$ cat config.mk
export PLATFORM = sky130hd
export DESIGN_NAME = dm_access_ctrl_flat
export DESIGN_NICKNAME = d
export VERILOG_FILES = /design/src/rtl/dm_access_ctrl_if.sv /design/src/rtl/dm_access_ctrl.sv /design/src/flat_wrapper.sv
export SDC_FILE = /design/constraint.sdc
export NUM_CORES = 1
export LEC_CHECK = 0
export CORE_MARGIN = 2
export CORE_UTILIZATION = 42
export DETAILED_ROUTE_END_ITERATION = 8
export PLACE_DENSITY = 0.9
export SLEW_MARGIN = 5
export SYNTH_ARGS = -nofsm -noshare
export SYNTH_HDL_FRONTEND = slang
export SYNTH_SLANG_ARGS = --single-unit
$ cat constraint.sdc
create_clock -name clk -period 3.2 [get_ports clk]
set_clock_uncertainty 0.05 [all_clocks]
set_input_delay 0.48 -clock clk [delete_from_list [all_inputs] [get_ports clk]]
set_output_delay 0.48 -clock clk [all_outputs]
set_load 0.03 [all_outputs]
$ cat src/rtl/dm_access_ctrl_if.sv
// rtl/dm_access_ctrl_if.sv - request/response and data-memory port bundle for dm_access_ctrl
interface dm_access_ctrl_if #(
  parameter int ADDR_W = 12
);
  logic              req_valid;
  logic              req_ready;
  logic              req_we;
  logic [31:0]       req_addr;
  logic [1:0]        req_size;
  logic              req_signed;
  logic [31:0]       req_wdata;
  logic              resp_valid;
  logic [31:0]       resp_rdata;
  logic              resp_err;
  logic [ADDR_W-3:0] dm_A;
  logic [3:0]        dm_BE;
  logic [31:0]       dm_WD;
  logic              dm_We;
  logic [31:0]       dm_RD;

  modport slave (
    input  req_valid, req_we, req_addr, req_size, req_signed, req_wdata, dm_RD,
    output req_ready, resp_valid, resp_rdata, resp_err, dm_A, dm_BE, dm_WD, dm_We
  );

  modport master (
    output req_valid, req_we, req_addr, req_size, req_signed, req_wdata, dm_RD,
    input  req_ready, resp_valid, resp_rdata, resp_err, dm_A, dm_BE, dm_WD, dm_We
  );
endinterface

$ cat src/rtl/dm_access_ctrl.sv
// rtl/dm_access_ctrl.sv - single-outstanding load/store initiator for the byte-enabled data memory
module dm_access_ctrl #(
  parameter int ADDR_W     = 12,
  parameter int RD_LATENCY = 1
) (
  input  logic             clk,
  input  logic             rst,
  dm_access_ctrl_if.slave  bus
);
  typedef enum logic [2:0] {S_IDLE, S_WRITE, S_READ, S_RESP, S_ERR} state_e;

  localparam logic [1:0] LAT = 2'(RD_LATENCY);

  state_e            state_q, state_d;
  logic [1:0]        cnt_q, cnt_d;
  logic [1:0]        lane_q, lane_d;
  logic [1:0]        size_q, size_d;
  logic              sgn_q, sgn_d;
  logic [ADDR_W-3:0] dm_a_q, dm_a_d;
  logic [31:0]       dm_wd_q, dm_wd_d;
  logic [3:0]        dm_be_q, dm_be_d;
  logic              dm_we_q, dm_we_d;
  logic              resp_valid_q, resp_valid_d;
  logic              resp_err_q, resp_err_d;
  logic [31:0]       resp_rdata_q, resp_rdata_d;

  logic              req_err;
  logic [3:0]        req_be;
  logic [31:0]       req_wd;
  logic [7:0]        rd_byte;
  logic [15:0]       rd_half;
  logic [31:0]       load_ext;

  // Request decode: legality, lane enables and replicated store data.
  always_comb begin
    req_err = (bus.req_size == 2'b11)
            | ((bus.req_size == 2'b01) & bus.req_addr[0])
            | ((bus.req_size == 2'b10) & (|bus.req_addr[1:0]))
            | (|bus.req_addr[31:ADDR_W]);
    case (bus.req_size)
      2'b00:   req_be = 4'b0001 << bus.req_addr[1:0];
      2'b01:   req_be = bus.req_addr[1] ? 4'b1100 : 4'b0011;
      default: req_be = 4'b1111;
    endcase
    case (bus.req_size)
      2'b00:   req_wd = {4{bus.req_wdata[7:0]}};
      2'b01:   req_wd = {2{bus.req_wdata[15:0]}};
      default: req_wd = bus.req_wdata;
    endcase
  end

  // Read-lane alignment and extension from the captured request attributes.
  always_comb begin
    rd_byte = bus.dm_RD[{lane_q, 3'b000} +: 8];
    rd_half = bus.dm_RD[{lane_q[1], 4'b0000} +: 16];
    case (size_q)
      2'b00:   load_ext = sgn_q ? {{24{rd_byte[7]}}, rd_byte} : {24'h0, rd_byte};
      2'b01:   load_ext = sgn_q ? {{16{rd_half[15]}}, rd_half} : {16'h0, rd_half};
      default: load_ext = bus.dm_RD;
    endcase
  end

  always_comb begin
    state_d      = state_q;
    cnt_d        = cnt_q;
    lane_d       = lane_q;
    size_d       = size_q;
    sgn_d        = sgn_q;
    dm_a_d       = dm_a_q;
    dm_wd_d      = dm_wd_q;
    dm_be_d      = 4'b0000;
    dm_we_d      = 1'b0;
    resp_valid_d = 1'b0;
    resp_err_d   = 1'b0;
    resp_rdata_d = 32'h0;
    case (state_q)
      S_IDLE: begin
        if (bus.req_valid) begin
          lane_d  = bus.req_addr[1:0];
          size_d  = bus.req_size;
          sgn_d   = bus.req_signed;
          dm_a_d  = bus.req_addr[ADDR_W-1:2];
          dm_wd_d = req_wd;
          cnt_d   = 2'd0;
          if (req_err) begin
            state_d      = S_ERR;
            resp_valid_d = 1'b1;
            resp_err_d   = 1'b1;
          end else if (bus.req_we) begin
            state_d = S_WRITE;
            dm_we_d = 1'b1;
            dm_be_d = req_be;
          end else begin
            state_d = S_READ;
          end
        end
      end
      S_WRITE: begin
        state_d      = S_RESP;
        resp_valid_d = 1'b1;
      end
      // Counts out the memory latency; the final READ cycle captures dm_RD.
      S_READ: begin
        if (cnt_q == LAT) begin
          state_d      = S_RESP;
          resp_valid_d = 1'b1;
          resp_rdata_d = load_ext;
        end else begin
          cnt_d = cnt_q + 2'd1;
        end
      end
      S_RESP:  state_d = S_IDLE;
      S_ERR:   state_d = S_IDLE;
      default: state_d = S_IDLE;
    endcase
  end

  always_ff @(posedge clk or posedge rst) begin
    if (rst) begin
      state_q      <= S_IDLE;
      cnt_q        <= 2'd0;
      lane_q       <= 2'd0;
      size_q       <= 2'd0;
      sgn_q        <= 1'b0;
      dm_a_q       <= '0;
      dm_wd_q      <= 32'h0;
      dm_be_q      <= 4'b0000;
      dm_we_q      <= 1'b0;
      resp_valid_q <= 1'b0;
      resp_err_q   <= 1'b0;
      resp_rdata_q <= 32'h0;
    end else begin
      state_q      <= state_d;
      cnt_q        <= cnt_d;
      lane_q       <= lane_d;
      size_q       <= size_d;
      sgn_q        <= sgn_d;
      dm_a_q       <= dm_a_d;
      dm_wd_q      <= dm_wd_d;
      dm_be_q      <= dm_be_d;
      dm_we_q      <= dm_we_d;
      resp_valid_q <= resp_valid_d;
      resp_err_q   <= resp_err_d;
      resp_rdata_q <= resp_rdata_d;
    end
  end

  assign bus.req_ready  = (state_q == S_IDLE);
  assign bus.resp_valid = resp_valid_q;
  assign bus.resp_err   = resp_err_q;
  assign bus.resp_rdata = resp_rdata_q;
  assign bus.dm_A       = dm_a_q;
  assign bus.dm_BE      = dm_be_q;
  assign bus.dm_WD      = dm_wd_q;
  assign bus.dm_We      = dm_we_q;
endmodule

$ cat src/flat_wrapper.sv
// flat-port wrapper written by rule: the top's interface ports become plain ports
module dm_access_ctrl_flat 
#(
  parameter int ADDR_W     = 12,
  parameter int RD_LATENCY = 1
)
  (clk, rst, bus_req_valid, bus_req_we, bus_req_addr, bus_req_size, bus_req_signed, bus_req_wdata, bus_dm_RD, bus_req_ready, bus_resp_valid, bus_resp_rdata, bus_resp_err, bus_dm_A, bus_dm_BE, bus_dm_WD, bus_dm_We);
  dm_access_ctrl_if #(.ADDR_W(ADDR_W)) bus_i ();
  input  logic clk;
  input  logic rst;
  input wire logic [$bits(bus_i.req_valid)-1:0] bus_req_valid;
  input wire logic [$bits(bus_i.req_we)-1:0] bus_req_we;
  input wire logic [$bits(bus_i.req_addr)-1:0] bus_req_addr;
  input wire logic [$bits(bus_i.req_size)-1:0] bus_req_size;
  input wire logic [$bits(bus_i.req_signed)-1:0] bus_req_signed;
  input wire logic [$bits(bus_i.req_wdata)-1:0] bus_req_wdata;
  input wire logic [$bits(bus_i.dm_RD)-1:0] bus_dm_RD;
  output wire logic [$bits(bus_i.req_ready)-1:0] bus_req_ready;
  output wire logic [$bits(bus_i.resp_valid)-1:0] bus_resp_valid;
  output wire logic [$bits(bus_i.resp_rdata)-1:0] bus_resp_rdata;
  output wire logic [$bits(bus_i.resp_err)-1:0] bus_resp_err;
  output wire logic [$bits(bus_i.dm_A)-1:0] bus_dm_A;
  output wire logic [$bits(bus_i.dm_BE)-1:0] bus_dm_BE;
  output wire logic [$bits(bus_i.dm_WD)-1:0] bus_dm_WD;
  output wire logic [$bits(bus_i.dm_We)-1:0] bus_dm_We;
  assign bus_i.req_valid = bus_req_valid;
  assign bus_i.req_we = bus_req_we;
  assign bus_i.req_addr = bus_req_addr;
  assign bus_i.req_size = bus_req_size;
  assign bus_i.req_signed = bus_req_signed;
  assign bus_i.req_wdata = bus_req_wdata;
  assign bus_i.dm_RD = bus_dm_RD;
  assign bus_req_ready = bus_i.req_ready;
  assign bus_resp_valid = bus_i.resp_valid;
  assign bus_resp_rdata = bus_i.resp_rdata;
  assign bus_resp_err = bus_i.resp_err;
  assign bus_dm_A = bus_i.dm_A;
  assign bus_dm_BE = bus_i.dm_BE;
  assign bus_dm_WD = bus_i.dm_WD;
  assign bus_dm_We = bus_i.dm_We;
  dm_access_ctrl #(.ADDR_W(ADDR_W), .RD_LATENCY(RD_LATENCY)) u_core (.clk(clk), .rst(rst), .bus(bus_i));
endmodule
==> impl_metrics.json <==
{
  "hold_slack_ps": 429,
  "drive_gt1_share_pct": 6.10,
  "hpwl_um": 9220,
  "final_max_slew_viol_count": 0,
  "clock_latency_ps": 340,
  "fmax_mhz": 419,
  "ys_seq_elements": 91,
  "firstDrtPassIters": 4,
  "cts.repair.resized": 0,
  "synth_cell_types": 40,
  "clkPwrFrac_pct": 28.3,
  "cts_setup_buffers": 0,
  "worst_pin_slew_ps": 847,
  "place.gp.congestion": 0.908,
  "p_int_mw": 1.99,
  "avgSynthCellArea_sq_um": 9.98,
  "fin_nets": 689,
  "cp_max_fo": 8,
  "ctsHtreeMaxLevel": 3,
  "rows": 35,
  "wl_per_cell_um": 17.0,
  "grt_setup_unrepaired": "false",
  "worstRegToRegCells": 5,
  "antenna_left": 0,
  "vias": 3748,
  "whs_path_depth": 2,
  "synth_nets": 510,
  "hp-class": "flip-flop to flip-flop",
  "hp-start": "u_core.bus.dm_WD[4]",
  "startpoint": "u_core.state_q[0]",
  "critPathKind": "flip-flop to output port",
  "rrSetupSlack_ps": 980,
  "synth_edf_count": 0,
  "clockBufferDepth": 2,
  "clock_sinks": 91,
  "ys_warn_count": 0,
  "drc": 0,
  "utilization_pct": 67.2,
  "syn_to_final_growth_pct": 54.0,
  "grt_pass1_wl_um": 19000,
  "clk_pin_slew_worst_paths_ps": 100,
  "cp-start-kind": "flip-flop",
  "drv_cap": 0,
  "power_frac_comb_pct": 26.1,
  "drt-initial-drc-count": 208,
  "grt_usage_pct": 23.4,
  "antenna_found_initial": 0,
  "cp.arrival_ps": 1860,
  "cts_buffers": 9,
  "grt_max_degree": 50,
  "dp_cells": 703,
  "slew_headroom_pct": 43.3,
  "vias_per_cell": 5.21,
  "r2r-start": "u_core.cnt_q[1]",
  "ys.flop_type": "dfrtp_1",
  "endpoint_kind": "output port",
  "yosysSeqAreaShare_pct": 56.2,
  "totalWireLength_um": 12200,
  "whs_endpoint": "u_core.bus.dm_WD[4]",
  "coreArea_sq_um": 9280,
  "io_buffer_count": 184,
  "cts_tree": "done",
  "grt_pass1_vias": 3862,
  "die-area_sq_um": 10500,
  "start_util_pct": 43.7,
  "p_leak_nw": 2.88,
  "status": "complete, no violations",
  "fin_crit_ps": 2390,
  "boundaryPins": 185,
  "pwr_density_cell_nw_per_um2": 460,
  "synth_area_sq_um": 4050,
  "netSwitchingPower_mw": 0.886,
  "layoutNonFillerInstCount": 719,
  "cts_hold_buf": 0,
  "die_y_um": 102,
  "final_hold_viol_count": 0,
  "synthCells": 406,
  "gr-total-overflow": 0,
  "diodes": 0,
  "async_flop_share_pct": 100,
  "ir_drop_uv": 250,
  "finalPower_mw": 2.87,
  "cts-root-buf": "clkbuf_8",
  "timing.final.crit_share_pct": 74.6,
  "required_ps": 2670,
  "seqPwrFrac_pct": 45.6,
  "tns_ps": 0,
  "regToRegEndpoint": "u_core.bus.resp_rdata[18]",
  "fp.dieW_um": 102,
  "switching_share_pct": 30.8,
  "finalSetupViolCount": 0
}
==> power by group through the flow <==
| stage | sequential [mW] | clock, mW | combinational (mW) |
|---|---|---|---|
| after global placement | 1.32 | 0 | 0.734 |
| final | 1.31 | 0.813 | 0.749 |
| after floorplan | 1.46 | 0 | 0.241 |
| after detailed placement | 1.33 | 0 | 0.749 |
| after global routing | 1.32 | 0.880 | 0.802 |
| after CTS | 1.31 | 0.834 | 0.753 |
==> worst max-delay path: stages, from the launching register on <==
cell             delay (ps)
dfrtp_1                 500
nor3_1                  280
clkdlybuf4s50_1         730
==> sequential cells by signal (all words and copies together), names as in the netlist <==
register / flops
u_core.bus.dm_A: 10
u_core.bus.dm_BE: 4
u_core.bus.dm_WD: 32
u_core.bus.dm_We: 1
u_core.bus.resp_err: 1
u_core.bus.resp_rdata: 32
u_core.bus.resp_valid: 1
u_core.cnt_q: 2
u_core.lane_q: 2
u_core.sgn_q: 1
u_core.size_q: 2
u_core.state_q: 3
==> synthesized netlist by cell type, drive strengths merged, types with 3 or more instances <==
library cell | instances | area share [%]
a21o | 17 | 3.1
a21oi | 27 | 3.3
a221oi | 9 | 1.9
a222oi | 7 | 1.7
a22o | 3 | 0.65
buf | 14 | 2.1
clkbuf | 10 | 0.93
dfrtp | 91 | 56
inv | 14 | 1.3
mux2 | 4 | 1.2
mux2i | 25 | 6.3
nand2 | 89 | 8.2
nor2 | 43 | 4.0
nor3 | 4 | 0.49
nor4 | 6 | 0.93
o21ai | 22 | 2.7
==> worst max path at each step <==
stage	to	slack, ps	depth (start not counted)
floorplan	u_core.bus.dm_A[0]	310	1
global placement	u_core.bus.resp_rdata[29]	930	5
detailed placement	u_core.bus.resp_rdata[17]	870	5
CTS	bus_req_ready	800	2
global route	bus_req_ready	740	2
finish	bus_req_ready	810	2
==> area by class of cell <==
| class | instances | area (sq um) |
|---|---|---|
| repair buffers | 192 | 1930 |
| flip-flops and latches | 91 | 2280 |
| inverters | 14 | 53.8 |
| clock buffers | 11 | 151 |
| multi-input cells | 277 | 1610 |
| fillers | 710 | 3040 |
| clock inverters | 5 | 60.1 |
| well taps | 129 | 161 |
==> layer usage <==
| metal | up-vias | GRT usage, % | share of wire [%] |
|---|---|---|---|
| li1 | 1751 | - | - |
| met1 | 1768 | 26.9 | 38 |
| met2 | 209 | 41.2 | 49 |
| met3 | 20 | 6.57 | 10 |
| met4 | 0 | 9.23 | 2.1 |
| met5 | - | 0 | 0 |
==> layout by cell type, fill, tap and decap left out, types with 2 or more instances in the layout <==
| cell type | synthesis | final |
|---|---|---|
| clkdlybuf4s50_1 | 0 | 184 |
| dfrtp_1 | 91 | 91 |
| nand2_1 | 89 | 89 |
| nor2_1 | 42 | 42 |
| a21oi_1 | 27 | 27 |
| mux2i_1 | 24 | 24 |
| o21ai_0 | 21 | 21 |
| a21o_1 | 17 | 17 |
| inv_1 | 14 | 13 |
| clkbuf_8 | 0 | 11 |
| a221oi_1 | 9 | 9 |
| a222oi_1 | 7 | 7 |
| nor4_1 | 6 | 6 |
| buf_4 | 0 | 6 |
| nor3_1 | 4 | 4 |
| a22o_1 | 3 | 3 |
| mux2_2 | 3 | 3 |
| nor4b_4 | 1 | 2 |
| nand2b_1 | 2 | 2 |
| o22ai_1 | 2 | 2 |
| o21a_1 | 2 | 2 |
| clkinv_2 | 0 | 2 |
| buf_12 | 0 | 2 |
==> per-stage QoR <==
stage	setup WS, ps	instance area, sq um
CTS	797	6240
floorplan	306	4050
detailed placement	872	6030
finish	811	6240
global route	738	6240
global placement	925	6030
==> cells by family (layout without fill, tap and decap cells) <==
| logic type | Yosys count | after routing | share of synthesized area [%] |
|---|---|---|---|
| and+or+nand+nor | 152 | 152 | 16.0 |
| AOI/OAI and AO/OA | 94 | 94 | 15.6 |
| DFF | 91 | 91 | 56.2 |
| buffers and inverters | 38 | 222 | 4.32 |
| muxes | 29 | 29 | 7.47 |
| adders and majority gates | 1 | 1 | 0.309 |
| xor gates and xnor gates | 1 | 1 | 0.216 |
Power figures use the tool's default switching activity.
